### config.mk
export PLATFORM = sky130hd
export DESIGN_NAME = board_pixel_fetch_flat
export DESIGN_NICKNAME = d
export VERILOG_FILES = /design/src/rtl/board_pixel_fetch_if.sv /design/src/rtl/board_pixel_fetch.sv /design/src/flat_wrapper.sv
export SDC_FILE = /design/constraint.sdc
export NUM_CORES = 1
export LEC_CHECK = 0
export CORE_MARGIN = 5
export CORE_UTILIZATION = 35
export CTS_CLUSTER_DIAMETER = 40
export DETAILED_ROUTE_END_ITERATION = 8
export PLACE_DENSITY = 0.63
export SYNTH_ARGS = -nofsm -noshare
export SYNTH_HDL_FRONTEND = slang
export SYNTH_SLANG_ARGS = --single-unit
### constraint.sdc
create_clock -name clk -period 8.5 [get_ports clk]
set_input_delay 1.7 -clock clk [delete_from_list [all_inputs] [get_ports clk]]
set_output_delay 1.7 -clock clk [all_outputs]
set_load 0.01 [all_outputs]
### src/rtl/board_pixel_fetch_if.sv
// Signal bundle between the VGA timing/game-logic side and board_pixel_fetch.
// The master drives pixel coordinates, writes and clear requests; the slave returns pixel data and status.
interface board_pixel_fetch_if;
   logic [9:0] pix_x;
   logic [9:0] pix_y;
   logic       pix_active;
   logic       hsync_in;
   logic       vsync_in;
   logic       wr_valid;
   logic       wr_ready;
   logic [3:0] wr_row;
   logic [3:0] wr_col;
   logic [1:0] wr_value;
   logic       wr_err;
   logic       clear_req;
   logic       clear_busy;
   logic       clear_done;
   logic [5:0] local_v;
   logic [5:0] local_h;
   logic [1:0] cell_value;
   logic       out_active;
   logic       hsync_out;
   logic       vsync_out;

   modport master (
      output pix_x, pix_y, pix_active, hsync_in, vsync_in,
      output wr_valid, wr_row, wr_col, wr_value, clear_req,
      input  wr_ready, wr_err, clear_busy, clear_done,
      input  local_v, local_h, cell_value, out_active, hsync_out, vsync_out
   );

   modport slave (
      input  pix_x, pix_y, pix_active, hsync_in, vsync_in,
      input  wr_valid, wr_row, wr_col, wr_value, clear_req,
      output wr_ready, wr_err, clear_busy, clear_done,
      output local_v, local_h, cell_value, out_active, hsync_out, vsync_out
   );
endinterface

### src/rtl/board_pixel_fetch.sv
// Splits pixel coordinates into 64x64 board cells and fetches the cell value; 2-clock latency, never stalls.
// Owns board storage with a write port (wr_ready low while the bulk-clear sequencer runs).
module board_pixel_fetch #(
   parameter int COLS = 10,
   parameter int ROWS = 7
) (
   input logic             clk,
   input logic             rst_n,
   board_pixel_fetch_if.slave bus
);
   localparam int N  = ROWS * COLS;
   localparam int IW = $clog2(N);
   localparam logic [3:0]    ROWS_L = 4'(ROWS);
   localparam logic [3:0]    COLS_L = 4'(COLS);
   localparam logic [IW-1:0] LAST   = IW'(N - 1);

   typedef enum logic [1:0] {S_IDLE, S_CLEAR, S_DONE} state_t;

   function automatic logic [IW-1:0] cell_idx(input logic [3:0] r, input logic [3:0] c);
      return IW'(r) * IW'(COLS) + IW'(c);
   endfunction

   state_t        state_q, state_d;
   logic [IW-1:0] idx_q, idx_d;
   logic          wr_ready_q, wr_ready_d;
   logic          clear_busy_q, clear_busy_d;
   logic          clear_done_q, clear_done_d;
   logic          wr_err_q, wr_err_d;
   logic [1:0]    board_q [N];
   logic [1:0]    board_d [N];

   logic [5:0]    s1_h_q, s1_h_d, s1_v_q, s1_v_d;
   logic [3:0]    s1_row_q, s1_row_d, s1_col_q, s1_col_d;
   logic          s1_act_q, s1_act_d, s1_hs_q, s1_hs_d, s1_vs_q, s1_vs_d;
   logic [5:0]    local_h_q, local_h_d, local_v_q, local_v_d;
   logic [1:0]    cell_value_q, cell_value_d;
   logic          out_active_q, out_active_d, hsync_out_q, hsync_out_d, vsync_out_q, vsync_out_d;

   logic wr_accept, wr_in_range, rd_ok;

   assign wr_accept   = bus.wr_valid && wr_ready_q;
   assign wr_in_range = (bus.wr_row < ROWS_L) && (bus.wr_col < COLS_L);
   assign rd_ok       = s1_act_q && (s1_row_q < ROWS_L) && (s1_col_q < COLS_L);

   always_comb begin
      board_d  = board_q;
      state_d  = state_q;
      idx_d    = idx_q;
      wr_err_d = wr_accept && !wr_in_range;

      if (wr_accept && wr_in_range) begin
         board_d[cell_idx(bus.wr_row, bus.wr_col)] = bus.wr_value;
      end

      case (state_q)
         S_IDLE: begin
            if (bus.clear_req) begin
               state_d = S_CLEAR;
               idx_d   = '0;
            end
         end
         S_CLEAR: begin
            board_d[idx_q] = 2'b00;
            if (idx_q == LAST) begin
               state_d = S_DONE;
            end else begin
               idx_d = idx_q + 1'b1;
            end
         end
         S_DONE:  state_d = S_IDLE;
         default: state_d = S_IDLE;
      endcase

      wr_ready_d   = (state_d == S_IDLE);
      clear_busy_d = (state_d == S_CLEAR);
      clear_done_d = (state_d == S_DONE);
   end

   // Stage 2 reads board_q, so a write landing on the same edge is seen one pixel later.
   always_comb begin
      s1_h_d       = bus.pix_x[5:0];
      s1_v_d       = bus.pix_y[5:0];
      s1_col_d     = bus.pix_x[9:6];
      s1_row_d     = bus.pix_y[9:6];
      s1_act_d     = bus.pix_active;
      s1_hs_d      = bus.hsync_in;
      s1_vs_d      = bus.vsync_in;
      local_h_d    = s1_h_q;
      local_v_d    = s1_v_q;
      cell_value_d = rd_ok ? board_q[cell_idx(s1_row_q, s1_col_q)] : 2'b00;
      out_active_d = s1_act_q;
      hsync_out_d  = s1_hs_q;
      vsync_out_d  = s1_vs_q;
   end

   always_ff @(posedge clk or negedge rst_n) begin
      if (!rst_n) begin
         state_q      <= S_IDLE;
         idx_q        <= '0;
         wr_ready_q   <= 1'b1;
         clear_busy_q <= 1'b0;
         clear_done_q <= 1'b0;
         wr_err_q     <= 1'b0;
         for (int i = 0; i < N; i++) begin
            board_q[i] <= 2'b00;
         end
         s1_h_q       <= '0;
         s1_v_q       <= '0;
         s1_row_q     <= '0;
         s1_col_q     <= '0;
         s1_act_q     <= 1'b0;
         s1_hs_q      <= 1'b1;
         s1_vs_q      <= 1'b1;
         local_h_q    <= '0;
         local_v_q    <= '0;
         cell_value_q <= 2'b00;
         out_active_q <= 1'b0;
         hsync_out_q  <= 1'b1;
         vsync_out_q  <= 1'b1;
      end else begin
         state_q      <= state_d;
         idx_q        <= idx_d;
         wr_ready_q   <= wr_ready_d;
         clear_busy_q <= clear_busy_d;
         clear_done_q <= clear_done_d;
         wr_err_q     <= wr_err_d;
         board_q      <= board_d;
         s1_h_q       <= s1_h_d;
         s1_v_q       <= s1_v_d;
         s1_row_q     <= s1_row_d;
         s1_col_q     <= s1_col_d;
         s1_act_q     <= s1_act_d;
         s1_hs_q      <= s1_hs_d;
         s1_vs_q      <= s1_vs_d;
         local_h_q    <= local_h_d;
         local_v_q    <= local_v_d;
         cell_value_q <= cell_value_d;
         out_active_q <= out_active_d;
         hsync_out_q  <= hsync_out_d;
         vsync_out_q  <= vsync_out_d;
      end
   end

   assign bus.wr_ready   = wr_ready_q;
   assign bus.wr_err     = wr_err_q;
   assign bus.clear_busy = clear_busy_q;
   assign bus.clear_done = clear_done_q;
   assign bus.local_h    = local_h_q;
   assign bus.local_v    = local_v_q;
   assign bus.cell_value = cell_value_q;
   assign bus.out_active = out_active_q;
   assign bus.hsync_out  = hsync_out_q;
   assign bus.vsync_out  = vsync_out_q;
endmodule

### src/flat_wrapper.sv
// flat-port wrapper written by rule: the top's interface ports become plain ports
module board_pixel_fetch_flat 
#(
   parameter int COLS = 10,
   parameter int ROWS = 7
)
  (clk, rst_n, bus_pix_x, bus_pix_y, bus_pix_active, bus_hsync_in, bus_vsync_in, bus_wr_valid, bus_wr_row, bus_wr_col, bus_wr_value, bus_clear_req, bus_wr_ready, bus_wr_err, bus_clear_busy, bus_clear_done, bus_local_v, bus_local_h, bus_cell_value, bus_out_active, bus_hsync_out, bus_vsync_out);
  board_pixel_fetch_if bus_i ();
  input logic clk;
  input logic rst_n;
  input wire logic [$bits(bus_i.pix_x)-1:0] bus_pix_x;
  input wire logic [$bits(bus_i.pix_y)-1:0] bus_pix_y;
  input wire logic [$bits(bus_i.pix_active)-1:0] bus_pix_active;
  input wire logic [$bits(bus_i.hsync_in)-1:0] bus_hsync_in;
  input wire logic [$bits(bus_i.vsync_in)-1:0] bus_vsync_in;
  input wire logic [$bits(bus_i.wr_valid)-1:0] bus_wr_valid;
  input wire logic [$bits(bus_i.wr_row)-1:0] bus_wr_row;
  input wire logic [$bits(bus_i.wr_col)-1:0] bus_wr_col;
  input wire logic [$bits(bus_i.wr_value)-1:0] bus_wr_value;
  input wire logic [$bits(bus_i.clear_req)-1:0] bus_clear_req;
  output wire logic [$bits(bus_i.wr_ready)-1:0] bus_wr_ready;
  output wire logic [$bits(bus_i.wr_err)-1:0] bus_wr_err;
  output wire logic [$bits(bus_i.clear_busy)-1:0] bus_clear_busy;
  output wire logic [$bits(bus_i.clear_done)-1:0] bus_clear_done;
  output wire logic [$bits(bus_i.local_v)-1:0] bus_local_v;
  output wire logic [$bits(bus_i.local_h)-1:0] bus_local_h;
  output wire logic [$bits(bus_i.cell_value)-1:0] bus_cell_value;
  output wire logic [$bits(bus_i.out_active)-1:0] bus_out_active;
  output wire logic [$bits(bus_i.hsync_out)-1:0] bus_hsync_out;
  output wire logic [$bits(bus_i.vsync_out)-1:0] bus_vsync_out;
  assign bus_i.pix_x = bus_pix_x;
  assign bus_i.pix_y = bus_pix_y;
  assign bus_i.pix_active = bus_pix_active;
  assign bus_i.hsync_in = bus_hsync_in;
  assign bus_i.vsync_in = bus_vsync_in;
  assign bus_i.wr_valid = bus_wr_valid;
  assign bus_i.wr_row = bus_wr_row;
  assign bus_i.wr_col = bus_wr_col;
  assign bus_i.wr_value = bus_wr_value;
  assign bus_i.clear_req = bus_clear_req;
  assign bus_wr_ready = bus_i.wr_ready;
  assign bus_wr_err = bus_i.wr_err;
  assign bus_clear_busy = bus_i.clear_busy;
  assign bus_clear_done = bus_i.clear_done;
  assign bus_local_v = bus_i.local_v;
  assign bus_local_h = bus_i.local_h;
  assign bus_cell_value = bus_i.cell_value;
  assign bus_out_active = bus_i.out_active;
  assign bus_hsync_out = bus_i.hsync_out;
  assign bus_vsync_out = bus_i.vsync_out;
  board_pixel_fetch #(.COLS(COLS), .ROWS(ROWS)) u_core (.clk(clk), .rst_n(rst_n), .bus(bus_i));
endmodule
-- After elaboration in Yosys (flattened, before gate mapping)
Cells that the tools add are included.
- output and inout port bits: 21
- input bits: 37
- flip-flop bits (word level): 193
- word-level logic and storage cells: 144
- multiplexer cells: 17
- add/subtract/negate cells: 3
- reduce and logical (&&, ||, !) cells: 13
- bitwise logic cells: 5
- multiply operators: 2
- eq/ne operators: 6
- order comparisons: 9
- operators by type and width (operator ; number):
    $mux W140 ; 2
    $and A140 B140 Y140 ; 1
    $bwmux W140 ; 1
    $not A140 Y140 ; 1
    $demux W2 S7 ; 2
    $ge A8 B8 Y1 const B ; 3
    $not A7 Y8 ; 3
    $lt A8 B1 Y1 const B ; 2
    $add A7 B4 Y7 ; 2
    $bmux W2 S7 ; 1
    $mux W2 ; 7
    $mux W7 ; 2
    $pmux W7 S2 ; 1
    $mul A4 B3 Y6 const B ; 2
    $logic_and A1 B1 Y1 ; 8
    $lt A4 B3 Y1 const B ; 2
    $lt A4 B4 Y1 const B ; 2
    $add A7 B1 Y7 const B ; 1
    $eq A7 B7 Y1 const B ; 1
    $eq A2 B1 Y1 const B ; 2
    $logic_not A2 Y1 ; 2
    $ne A2 B2 Y1 const B ; 2
    $pmux W2 S2 ; 1
    $reduce_and A3 Y1 ; 1
    3 further kinds ; 3

-- Depth between registers and ports, before layout
Gate-level depths: netlist (run 1).
- depth after elaboration: 11
- gate-level depth with buffers: 11
- mapped depth without buffers: 10

-- Worst setup path before layout (run 1)
No wires, ideal clock.
- path type: input -> register
- start point: in bus_wr_row[1]
- end point: reg u_core.board_q[124] (netlist bit)
- arrival time: 4069 ps
- required time: 8341 ps
- library setup time: 159 ps
- slack: 4271 ps
- stages on the path: 10
- buffers on the path: 1
- cells stage by stage: ha_1 > ha_1 > inv_1 > fa_1 > xnor3_1 > a21oi_4 > buf_2 > nor3_2 > mux2i_1 > a21oi_1
- RTL lines (element ; line ; RTL):
    start: declaration ; flat_wrapper.sv:17 ; input wire logic [$bits(bus_i.wr_row)-1:0] bus_wr_row;
    end signal: assignment ; board_pixel_fetch.sv:127 ; board_q <= board_d;
    end: declaration ; board_pixel_fetch.sv:29 ; logic [1:0] board_q [N];

==> qor.txt, run 1 <==
Status: complete, no violations
Die area: 32600 µm²
Worst EP required: 8.78 ns
Row cnt: 62
Number of synthesized flops with an enable pin: 0
Initial antenna violation count: 0
Die outline height: 180 µm
Core area: 28700 µm²
RSZ-0062 raised after global routing: false
Io pins: 58
Clock transition at path regs: 0.09 ns
Hold wc startpoint: u_core.s1_vs_q$_DFF_PN1_
Critical path's slowest cell: nand2_1
DRC viols: 0
First-pass GRT wire length: 43.7 mm
CP Launch Type: input port
M3 GR Usage: 2.95%
Die X: 180 µm
Router iterations before antenna repair: 5
P per Cell Area: 212 nW/µm²
Setup total negative slack: 0 ns
# port buffers: 57
Hold buffers post-CTS: 0
Max_cap viols: 0
Simple-gate share of the synthesized area: 11.7%
Hold Crit Class: flop to flop
Initial core utilization: 35.4%
Resize count post-CTS: 0
XOR/XNOR Fraction of Synth Area: 1.51%
Worst-skew pair later-pin latency: 0.44 ns
Area added between synthesis and finish: 16.2%
Finished Cell Area: 11800 µm²
Share of synthesized cell area in full adder, half adder and majority cells: 2.63%
GRT met1 Usage: 24.0%
Crit path top cell by count: ha_1
R2R cell count: 8
CP arrival: 5.07 ns
Setup violations, final: 0
FF-to-FF Start: u_core.s1_row_q[0]$_DFF_PN0_
Fin. max-slew vios: 0
Setup Skew: 0.0144 ns
Antenna-violating nets left: 0
Sequential fraction of the synthesis area: 47.6%
Largest family of logic cells by synthesized area: multiplexers
Setup bufs post-CTS: 0
ANT cells: 0
GPL Wtd Cong: 0.836
Crit-path max cell delay: 0.64 ns
Post-synthesis mux area share: 22.6%
HPWL Detailed: 17.4 mm
Critical path peak fanout: 16
Most Crowded Layer GR: met2
Setup ws final: 3.71 ns
WL/cell: 21.7 µm
Ys Warns: 0
Routed vias/inst: 5.60
Synth Instances: 858
WHS: 0.349 ns
Root buffer cell: clkbuf_16
WS Path Type: input port to flop
Worst hold path depth: 0
Synthesized flop and latch total: 193
Compound-gate portion of the synthesized area: 10.6%
GRT overflow: 0
Mapped Area: 10200 µm²
DRT Wirelength: 27.9 mm
Fillcell total: 2745
Nets: 947
DR vias: 7215
Clock tree sinks: 193
CTS Buffer Depth: 2
Worst R2R Setup Slack: 5.16 ns
Post-synth ARST share: 100%
RR Endpoint: u_core.bus.cell_value[1]$_DFF_PN0_
Met2 Use GR: 27.0%
Syn nets: 914
Netlist cell types: 61
VDD IR-drop max: 0.144 mV
Total GRT Usage: 17.0%
Crit share post-route: 56.4%
Final min period: 4.79 ns
Placed Instance Area: 11200 µm²
Ordered cell list for the critical path: clkdlybuf4s50_1 -> ha_1 -> ha_1 -> inv_1 -> fa_1 -> a31oi_1 -> nand2_1 -> nor3_2 -> mux2i_1 -> a21oi_1
Mean Syn Cell Area: 11.8 µm²
Largest net degree at the start of global routing: 92
Hold Path End: u_core.bus.vsync_out$_DFF_PN1_
Vias in the first global route: 7374
Leakage power: 0.00509 µW
Final Hold Fails: 0
Synth Flop Type: dfrtp_1
F_max: 209 MHz
CTS H-tree lvls: 4
CP endpoint kind: flop
Slew margin rel.: 13.0%
CTS Buf Count: 17
DRT iter0 DRCs: 796
Layout cells sized above 1: 18.0%
Placement Setup Slack: 3.27 ns
Worst-margin pin slew: 1.30 ns
TritonCTS clock tree: done
## cell type report
type | instances | area (µm²) | area share, %
Multi-Input combinational cell | 586 | 5050 | 42.8
Tap cell | 384 | 480 | 4.07
Timing Repair Buffer | 84 | 767 | 6.49
Clock buffer | 17 | 425 | 3.60
Clock inverter | 15 | 218 | 1.84
Inverter | 9 | 33.8 | 0.286
Sequential cell | 193 | 4840 | 40.9
## worst max-delay path: cells and delay by family
kind                     cells  cell delay, ns
adder cells (fa/ha/maj)      3            1.07
buffers and inverters        2            0.56
AND/OR/NAND/NOR              2            1.11
multiplexers                 1            0.23
AO/OA/AOI/OAI                2            0.37
## sequential cells by signal (all words and copies together) (netlist names), 2 cells and up
signal                 flops
u_core.local_h_d           6
u_core.bus.local_h         6
u_core.bus.cell_value      2
u_core.bus.local_v         6
u_core.idx_q               7
u_core.s1_row_q            4
u_core.s1_col_q            4
u_core.state_q             2
u_core.board_q           140
u_core.local_v_d           6
## metal layers
metal	vias up	part of all wire, %
li1	3266	-
met1	3706	45
met2	215	48
met3	28	4.9
met4	0	1.7
met5	-	0
## power by group
part | total, µW | switching [µW] | internal (µW) | leakage (µW)
clock network | 852 | 439 | 413 | 0.000304
logic | 654 | 479 | 175 | 0.00221
registers | 998 | 49.9 | 948 | 0.00258
## layout by cell type (no fill, tap or decap), types with 3 or more instances in the layout
master,count
xnor2_1,4
dfstp_2,5
clkinv_8,7
nor4_2,13
o31ai_1,3
clkdlybuf4s50_1,54
inv_1,9
a21oi_1,146
nor2_1,30
nand2b_1,7
nor4_4,4
or3_1,4
a21o_1,6
and3_1,3
a211oi_1,3
dfrtp_1,187
nor3_2,27
xor2_1,9
nor3b_1,5
nand3_1,18
fa_1,3
mux2_2,9
mux4_2,29
clkbuf_16,17
nand2_1,7
nand4b_1,6
nor3_1,8
nand4_1,17
buf_4,27
o21ai_0,4
mux2i_1,154
a2111oi_0,4
nor2b_1,7
inv_12,4
a31oi_1,5
ha_1,15
## stage by stage
| step | power (µW) | std cells | util, % |
|---|---|---|---|
| final | 2500 | 1288 | 41.2 |
| after global routing | 2600 | 1288 | 41.2 |
| after CTS | 2510 | 1288 | 41.2 |
| after detailed placement | 1660 | 1256 | 38.9 |
| after global placement | 1660 | 1256 | 38.9 |
| after floorplan | 1390 | 858 | - |
## cell families after synthesis
| logic type | after synthesis |
|---|---|
| flops | 193 |
| mux | 192 |
| compound gates | 190 |
| simple gates | 169 |
| buf+inv | 79 |
| fa+ha+maj | 19 |
| xor+xnor | 16 |
## synthesized netlist by cell type (2+ instances only)
cell | n | area share [%]
a2111oi_0 | 4 | 0.34
a211oi_1 | 3 | 0.22
a21boi_0 | 2 | 0.15
a21o_1 | 6 | 0.44
a21oi_1 | 146 | 7.2
a21oi_2 | 2 | 0.17
a221oi_1 | 2 | 0.17
a31oi_1 | 5 | 0.31
and3_1 | 3 | 0.18
buf_1 | 4 | 0.15
buf_2 | 14 | 0.69
buf_4 | 6 | 0.44
clkbuf_1 | 45 | 1.7
dfrtp_1 | 188 | 46
dfstp_2 | 5 | 1.3
fa_1 | 4 | 0.79
ha_1 | 15 | 1.8
inv_1 | 9 | 0.33
mux2_2 | 9 | 1.0
mux2i_1 | 154 | 15
mux4_2 | 29 | 6.4
nand2_1 | 7 | 0.26
nand2b_1 | 7 | 0.43
nand3_1 | 18 | 0.89
nand4_1 | 17 | 1.0
nand4b_1 | 6 | 0.52
nor2_1 | 30 | 1.1
nor2b_1 | 7 | 0.43
nor3_1 | 13 | 0.64
nor3_2 | 22 | 2.2
nor3b_1 | 5 | 0.37
nor4_1 | 3 | 0.18
nor4_2 | 12 | 1.5
nor4_4 | 4 | 0.84
o21ai_0 | 4 | 0.20
o2bb2ai_1 | 2 | 0.17
o31ai_1 | 3 | 0.22
or2_2 | 2 | 0.12
or3_1 | 4 | 0.25
or3b_1 | 2 | 0.17
or3b_4 | 2 | 0.22
xnor2_1 | 5 | 0.43
xor2_1 | 10 | 0.86
## worst max path at each step
| stage | end | slack (ns) | cells after the start | startpoint |
|---|---|---|---|---|
| 3_5_place_dp | u_core.board_q[121]$_DFF_PN0_ | 3.27 | 10 | bus_wr_row[1] |
| 3_3_place_gp | u_core.board_q[103]$_DFF_PN0_ | 3.27 | 10 | bus_wr_row[3] |
| 4_1_cts | u_core.board_q[103]$_DFF_PN0_ | 3.74 | 10 | bus_wr_row[1] |
| 2_1_floorplan | u_core.board_q[124]$_DFF_PN0_ | 4.27 | 10 | bus_wr_row[1] |
| 5_1_grt | u_core.board_q[103]$_DFF_PN0_ | 3.49 | 10 | bus_wr_row[1] |
| 6_report | u_core.board_q[103]$_DFF_PN0_ | 3.71 | 10 | bus_wr_row[1] |
(Power assumes the default switching activity.)
==> run 2: changes to the inputs <==
--- a/config.mk
+++ b/config.mk
@@ -9,7 +9,7 @@
 export CORE_UTILIZATION = 35
 export CTS_CLUSTER_DIAMETER = 40
 export DETAILED_ROUTE_END_ITERATION = 8
-export PLACE_DENSITY = 0.63
+export PLACE_DENSITY = 0.64
 export SYNTH_ARGS = -nofsm -noshare
 export SYNTH_HDL_FRONTEND = slang
 export SYNTH_SLANG_ARGS = --single-unit
==> constraint.sdc (replaced) <==
create_clock -name clk -period 3.9 [get_ports clk]
set_input_delay 0.78 -clock clk [delete_from_list [all_inputs] [get_ports clk]]
set_output_delay 0.78 -clock clk [all_outputs]
set_load 0.01 [all_outputs]
==> run 2 against run 1 <==
  * Count of clock-buffer cells in the layout unchanged
  * Critical endpoint is now u_core.board_q[6]$_DFF_PN0_
  * Wire length is 1.4% higher
  * Die area unchanged
  * Worst hold slack got worse by 0.053 ns
  * Highest routed layer unchanged
  * Combinational power rose by 130%
  * Global-route usage increased by 0.43 points
  * Sequential share of layout area decreased by 1.0 points
==> qor.txt, run 2 (synthesized netlist as in run 1, its figures left out) <==
Setup ws final: 0.510 ns
WS Path Type: input port to flop
Root buffer cell: clkbuf_16
# port buffers: 57
CP arrival: 3.71 ns
Most frequent cells in the layout: dfrtp_1, mux2i_1, a21oi_1
CP Launch Type: input port
P_int: 3400 µW
Initial antenna violation count: 0
Worst R2R Setup Slack: 0.56 ns
Max_cap viols: 0
Placement Setup Slack: 0.0680 ns
Hold Crit Class: input port to async pin
F_max: 295 MHz
Total GRT Usage: 17.4%
WL/cell: 21.4 µm
Leakage power: 0.00527 µW
DRT Wirelength: 28.3 mm
CTS Buffer Depth: 2
Die X: 180 µm
Max reg flops: 140
Die outline height: 180 µm
Worst-margin pin slew: 1.23 ns
Setup total negative slack: 0 ns
Vias in the first global route: 7536
Setup Skew: 0.0113 ns
Row cnt: 62
DRT iter0 DRCs: 726
Fin. max-slew vios: 0
Switching Fraction: 38.0%
Routed vias/inst: 5.60
Die area: 32600 µm²
Largest net degree at the start of global routing: 72
Nets: 981
Antenna-violating nets left: 0
First-pass GRT wire length: 44.6 mm
Psw: 2080 µW
Hold buffers post-CTS: 0
GRT overflow: 0
TritonCTS clock tree: done
Router iterations before antenna repair: 6
P per Cell Area: 453 nW/µm²
Worst EP required: 4.22 ns
CTS Buf Count: 17
Setup violations, final: 0
Final min period: 3.39 ns
Worst-skew pair later-pin latency: 0.44 ns
Final Hold Fails: 0
Critical path peak fanout: 6
Area added between synthesis and finish: 19.2%
DRC viols: 0
HPWL Detailed: 19.1 mm
RSZ-0062 raised after global routing: false
CTS H-tree lvls: 4
Resize count post-CTS: 0
Register share of total power: 39.6%
CP endpoint kind: flop
Clock transition at path regs: 0.08 ns
Clock tree sinks: 193
Initial core utilization: 35.4%
Core area: 28700 µm²
Comb power frac: 27.9%
VDD IR-drop max: 0.268 mV
Most flops, register: u_core.board_q
Io pins: 58
Slew margin rel.: 17.9%
Status: complete, no violations
DR vias: 7406
GPL Wtd Cong: 0.862
Clock power share: 32.5%
Setup bufs post-CTS: 0
Top Registers: u_core.board_q: 140 flops, u_core.idx_q: 7 flops
Commonest non-fill, non-tap cell in the layout: dfrtp_1
ANT cells: 0
Layout cells sized above 1: 20.9%
Crit share post-route: 86.9%
run 2: layout make-up:
class / count / area [µm²]
fill: 2727 / 16600
multi-input combinational: 586 / 5050
sequential: 193 / 4840
timing repair buffer: 118 / 1100
tap: 384 / 480
clock buffer: 17 / 425
clock inverter: 15 / 189
inverter: 9 / 33.8
run 2: power groups by stage:
stage / combinational [µW] / sequential, µW / clock [µW]
floorplan: 878 / 2150 / 0
global placement: 1500 / 2210 / 0
detailed placement: 1510 / 2210 / 0
CTS: 1510 / 2170 / 1820
global route: 1630 / 2190 / 1910
finish: 1530 / 2170 / 1790
run 2: per-stage QoR:
step	util [%]	area, µm²	cells	hold WS, ns	power, µW
2_1_floorplan	-	10200	858	0.331	3020
3_3_place_gp	40.1	11500	1290	0.331	3710
3_5_place_dp	40.1	11500	1290	0.335	3720
4_1_cts	42.2	12100	1322	0.308	5510
5_1_grt	42.2	12100	1322	0.327	5730
6_report	42.2	12100	1322	0.296	5490
run 2: final timing paths:
| check | from | end | cells past startpoint |
|---|---|---|---|
| max in group asynchronous | rst_n | u_core.board_q[75]$_DFF_PN0_ | 2 |
| min reg2reg | u_core.local_h_d[2]$_DFF_PN0_ | u_core.bus.local_h[2]$_DFF_PN0_ | 0 |
| max reg2reg | u_core.s1_row_q[0]$_DFF_PN0_ | u_core.bus.cell_value[0]$_DFF_PN0_ | 9 |
| min | rst_n | u_core.board_q[25]$_DFF_PN0_ | 1 |
| max | bus_wr_row[1] | u_core.board_q[6]$_DFF_PN0_ | 11 |
| min in group clk | u_core.local_h_d[2]$_DFF_PN0_ | u_core.bus.local_h[2]$_DFF_PN0_ | 0 |
run 2: critical path, cell delays in order:
cell	delay [ns]
clkdlybuf4s50_1	0.42
ha_1	0.30
ha_1	0.20
inv_1	0.06
fa_1	0.48
xnor3_1	0.40
a211oi_1	0.23
o211ai_1	0.25
nor2_1	0.29
mux2i_1	0.22
a21oi_1	0.08
run 2: layer usage:
layer | up-vias | global-route usage [%] | part of all wire, %
met5 | - | 0 | 0
li1 | 3346 | - | -
met1 | 3807 | 24.4 | 45
met3 | 35 | 3.51 | 5.2
met4 | 0 | 5.14 | 1.8
met2 | 218 | 27.4 | 48
